$ cat src/rtl/reg_forward_unit.sv
// Operand forwarding with load-use and long-latency (mult/div) hazard detection.
// Optional stall-cycle counter is built when REG_FWD_STALL_CNT_EN is defined.
module reg_forward_unit #(
  parameter int DATA_W   = 32,
  parameter int NUM_RD   = 2,
  parameter int LONG_LAT = 4
) (
  input  logic                       clk,
  input  logic                       rst_n,
  input  logic [NUM_RD-1:0]          rd_en,
  input  logic [NUM_RD*5-1:0]        rd_addr,
  input  logic [NUM_RD*DATA_W-1:0]   rf_data,
  input  logic                       ex_we,
  input  logic [4:0]                 ex_waddr,
  input  logic [DATA_W-1:0]          ex_wdata,
  input  logic                       ex_is_load,
  input  logic                       mem_we,
  input  logic [4:0]                 mem_waddr,
  input  logic [DATA_W-1:0]          mem_wdata,
  input  logic                       long_issue,
  input  logic [4:0]                 long_waddr,
  input  logic                       flush,
  output logic [NUM_RD*DATA_W-1:0]   rd_data,
  output logic                       stall,
  output logic                       long_busy,
  output logic [31:0]                stall_cnt
);

  localparam logic [0:0] IDLE     = 1'b0;
  localparam logic [0:0] BUSY     = 1'b1;
  localparam logic [3:0] LAT_LOAD = 4'(LONG_LAT - 1);

  logic [0:0]        state;
  logic [3:0]        cnt;
  logic [4:0]        busy_addr;
  logic              busy;
  logic [NUM_RD-1:0] load_hit;
  logic [NUM_RD-1:0] busy_hit;

  assign busy      = (state == BUSY);
  assign long_busy = busy;

  // Per-port resolution: a load in EX has no data yet, so it is skipped and
  // the port falls through to MEM/RF while the load-use stall holds ID.
  for (genvar g = 0; g < NUM_RD; g++) begin : g_port
    logic [4:0] addr;
    logic       live;
    logic       ex_hit;
    logic       mem_hit;

    assign addr    = rd_addr[5*g +: 5];
    assign live    = rd_en[g] && (addr != 5'd0);
    assign ex_hit  = ex_we && !ex_is_load && (ex_waddr == addr);
    assign mem_hit = mem_we && (mem_waddr == addr);

    assign rd_data[DATA_W*g +: DATA_W] = !live   ? '0 :
                                         ex_hit  ? ex_wdata :
                                         mem_hit ? mem_wdata :
                                                   rf_data[DATA_W*g +: DATA_W];

    assign load_hit[g] = live && ex_we && ex_is_load && (ex_waddr == addr);
    assign busy_hit[g] = live && busy && (busy_addr == addr);
  end

  // Only one long unit exists, so a second issue while busy is a structural hazard.
  assign stall = (|load_hit) || (|busy_hit) || (busy && long_issue);

  always_ff @(posedge clk) begin
    if (!rst_n) begin
      state     <= IDLE;
      cnt       <= '0;
      busy_addr <= '0;
    end else if (flush) begin
      state <= IDLE;
      cnt   <= '0;
    end else begin
      case (state)
        IDLE: begin
          // r0 results are discarded, so such an issue needs no tracking.
          if (long_issue && !stall && (long_waddr != 5'd0)) begin
            state     <= BUSY;
            busy_addr <= long_waddr;
            cnt       <= LAT_LOAD;
          end
        end
        BUSY: begin
          if (cnt == 4'd0) state <= IDLE;
          else             cnt   <= cnt - 4'd1;
        end
        default: state <= IDLE;
      endcase
    end
  end

`ifdef REG_FWD_STALL_CNT_EN
  function automatic logic [31:0] sat_inc(input logic [31:0] v);
    return (v == 32'hFFFF_FFFF) ? v : v + 32'd1;
  endfunction

  logic [31:0] stall_cnt_q;

  always_ff @(posedge clk) begin
    if (!rst_n)     stall_cnt_q <= '0;
    else if (stall) stall_cnt_q <= sat_inc(stall_cnt_q);
  end

  assign stall_cnt = stall_cnt_q;
`else
  assign stall_cnt = '0;
`endif

endmodule

$ cat config.mk
export PLATFORM = sky130hd
export DESIGN_NAME = reg_forward_unit
export DESIGN_NICKNAME = d
export VERILOG_FILES = /design/src/rtl/reg_forward_unit.sv
export SDC_FILE = /design/constraint.sdc
export NUM_CORES = 1
export LEC_CHECK = 0
export CAP_MARGIN = 20
export CORE_AREA = 2 2 102 104
export CTS_CLUSTER_DIAMETER = 80
export CTS_CLUSTER_SIZE = 12
export DETAILED_ROUTE_END_ITERATION = 6
export DIE_AREA = 0 0 104 106
export HOLD_SLACK_MARGIN = 0.06
export PLACE_DENSITY = 0.85
export SLEW_MARGIN = 10
export SYNTH_ARGS = -nofsm -noshare
export SYNTH_HDL_FRONTEND = slang
export SYNTH_SLANG_ARGS = --single-unit
$ cat constraint.sdc
create_clock -name clk -period 2.6 [get_ports clk]
set_input_delay 0.39 -clock clk [delete_from_list [all_inputs] [get_ports clk]]
set_output_delay 0.39 -clock clk [all_outputs]
set_load 0.1 [all_outputs]
==> summary.md <==
| Metric | Value |
|---|---|
| Vias in the first global route | 4459 |
| Top post-synthesis cells by count | nor2_1 (69), a211oi_1 (64), mux2i_1 (64), buf_4 (35), xor2_1 (22) |
| Final Setup Violations | 0 |
| DP Area | 7218 µm² |
| Post-Synthesis Cells | 362 |
| Most common cell in the netlist | nor2_1 |
| Req. time, crit path | 2210 ps |
| Slew @ Worst Pin | 507.2 ps |
| Area leader, netlist | mux2i_1 |
| Row cnt | 37 |
| Routed length per instance | 21.18 µm |
| Maximum clock path buffer count | 2 |
| Inst Count DP | 744 |
| Skew-Pair Late Insertion Delay | 250 ps |
| Pwr per Cell Area | 275.7 nW/µm² |
| Synth top area share | 24.13% |
| Fmax | 387.3 MHz |
| Syn. warnings | 0 |
| Syn-to-layout area delta | 199.9% |
| Global Route Usage Sum | 28.34% |
| Seq/Total Area, Yosys | 7.540% |
| Relative slew slack | 66.03% |
| Clock Tree Root | clkbuf_8 |
| Core ar. | 10000 µm² |
| Crit-path leading delay family | buffers and inverters |
| Share of layout cells above drive strength 1 | 47.27% |
| Synth cell types | 37 |
| Leakage power | 2.890 nW |
| Finished Layout Cells | 777 |
| Die width | 104 µm |
| H-tree lvl count | 1 |
| Setup TNS | 0 ps |
| # clock sinks | 10 |
| Die height | 106 µm |
| Critical path endpoint category | output pin |
| Hold Slack | 496.5 ps |
| Final Skew | 6.573 ps |
| Final Hold Vio Count | 0 |
| Synth async-reset ratio | 0% |
| Clock Pin Slew Worst Setup and Hold Paths | 50 ps |
| Maxcap violations | 0 |
| Die Footprint | 11020 µm² |
| EDFF count, synth | 0 |
| Crit Path Category | in -> out |
| Initial antenna violation count | 0 |
| Design area | 7961 µm² |
| DRT iter0 DRCs | 154 |
| Routed vias/inst | 5.176 |
| Critical Path Source Type | input port |
| Slowest-stage cell, CP | nor4_1 |
| Cell mode on critical path | buf_12 |
| Residual DRC | 0 |
| Hold/Removal Path Class | reg -> reg |
| Congestion Overflow GR | 0 |
| Post-DP HPWL | 11570 µm |
| Mapped Area | 2655 µm² |
| Final worst path period need | 2582 ps |
| Worst path buffer plus inverter count | 5 |
| Largest net degree at the start of global routing | 19 |
| Most common flop cell mapped by yosys | dfxtp_1 |
| Gpl congestion | 0.8628 |
| Area contributors post-synth | mux2i_1 (24%), a211oi_1 (18%), buf_4 (9.9%) |
| Total Wirelength | 16460 µm |
| Critical path cell sequence | buf_4 > xor2_1 > nor4_1 > and3_4 > buf_6 > buf_12 > buf_16 > mux2i_4 > a211oi_4 > buf_12 |
| CTS Hold Buffers Added | 0 |
| ANT nets after route | 0 |
| Layout Utilization | 79.62% |
| CTS tree | yes |
| Count of final max-slew check failures | 0 |
| Starting Density | 26.55% |
| Vias | 4022 |
| CTS Buf Count | 3 |
| IO Pins | 260 |
| Post-synthesis register bit count | 10 |
| Status | finished, final reports clean |
| Post-layout nets | 805 |
| Arr. time, crit path | 2190 ps |
| Crit share post-route | 99.30% |
| DRT Pass-1 Iters | 4 |
| Critical path's largest stage delay | 310 ps |
| N_diodes | 0 |
| IO Port Bufs | 227 |
| Worst VDD drop | 0.3305 mV |
| Post-synthesis average cell area | 7.334 µm² |
| RSZ-0062 raised after global routing | yes |
| Critical Path Fanout Max | 4 |
| First-pass GRT wire length | 24780 µm |
[cells by family (layout without fill, tap and decap cells)]
logic type               Yosys count  count (layout)  share of synthesized area (%)
AND/OR/NAND/NOR                   99              99                          17.63
buffers and inverters             73             321                          15.46
XOR/XNOR                          30              30                          9.896
multiplexers                      64              64                          24.13
other                              1              32                         0.1412
adder cells (fa/ha/maj)            1               1                         0.4712
AO/OA/AOI/OAI                     84              84                          24.74
flip-flops                        10              10                          7.540
[stage by stage]
step	total power, mW	setup WS, ps
after floorplan	1.254	-97.25
after global placement	1.888	-224.7
after global routing	2.248	-8.850
final	2.195	18.07
after detailed placement	1.922	-330.8
after CTS	2.161	6.038
[flip-flops by register name, indices dropped and copies added, names as in the netlist]
name	count
busy_addr	5
cnt	4
long_busy	1
[placed cells by master (no fill, tap or decap), types with 3 or more instances in the layout]
cell,Yosys,layout
nor4_1,6,5
o32ai_1,5,5
xnor2_1,8,8
nor3_2,1,3
dfxtp_1,10,10
mux2i_4,0,28
a211oi_4,0,64
buf_2,4,4
mux2i_1,64,7
nor2_1,69,67
clkbuf_8,0,4
mux2i_2,0,29
clkdlybuf4s50_1,0,141
clkbuf_2,0,5
a21oi_1,3,3
buf_12,0,82
conb_1,1,32
dlygate4sd2_1,0,5
buf_6,0,7
buf_4,35,43
xor2_1,22,19
a31oi_1,3,3
buf_16,0,13
xor2_2,0,3
inv_1,13,13
[metal layers]
| metal | GRT usage, % | vias up | share of wire [%] |
|---|---|---|---|
| li1 | - | 1771 | - |
| met1 | 31.88 | 2011 | 35 |
| met2 | 54.61 | 207 | 56 |
| met3 | 4.721 | 33 | 5.9 |
| met4 | 8.301 | 0 | 2.5 |
| met5 | 0 | - | 0 |
[path summary, 6_finish.rpt]
kind	endpoint	start	slack [ps]	cells after the start
setup / recovery	rd_data[21]	rd_addr[1]	20	10
hold / removal	cnt[1]	cnt[1]	500	1
setup reg to reg	busy_addr[3]	long_busy	1080	5
hold reg to reg	cnt[1]	cnt[1]	500	1
[cell type report]
cell class	instances	area [µm²]
repair buffers	304	3974
multi-input cells	310	3513
fillers	561	2038
flip-flops and latches	10	200.2
well taps	136	170.2
clock buffers	4	55.05
inverters	13	48.80
[power by group]
part	internal, mW	total (mW)	switching, mW	leakage (nW)
Clock	0.134	0.202	0.0686	0.0288
Combinational	0.728	1.82	1.09	2.78
Sequential	0.162	0.171	0.00972	0.0818
Total	1.02	2.19	1.17	2.89
[repair_timing]
action | CTS | global route
cloned | 12 | 0
resized for setup | 73 | 40
setup buffers | 15 | 4
setup endpoints to repair | 65 | 65
pin swaps | 37 | 33
(Power assumes the default switching activity.)
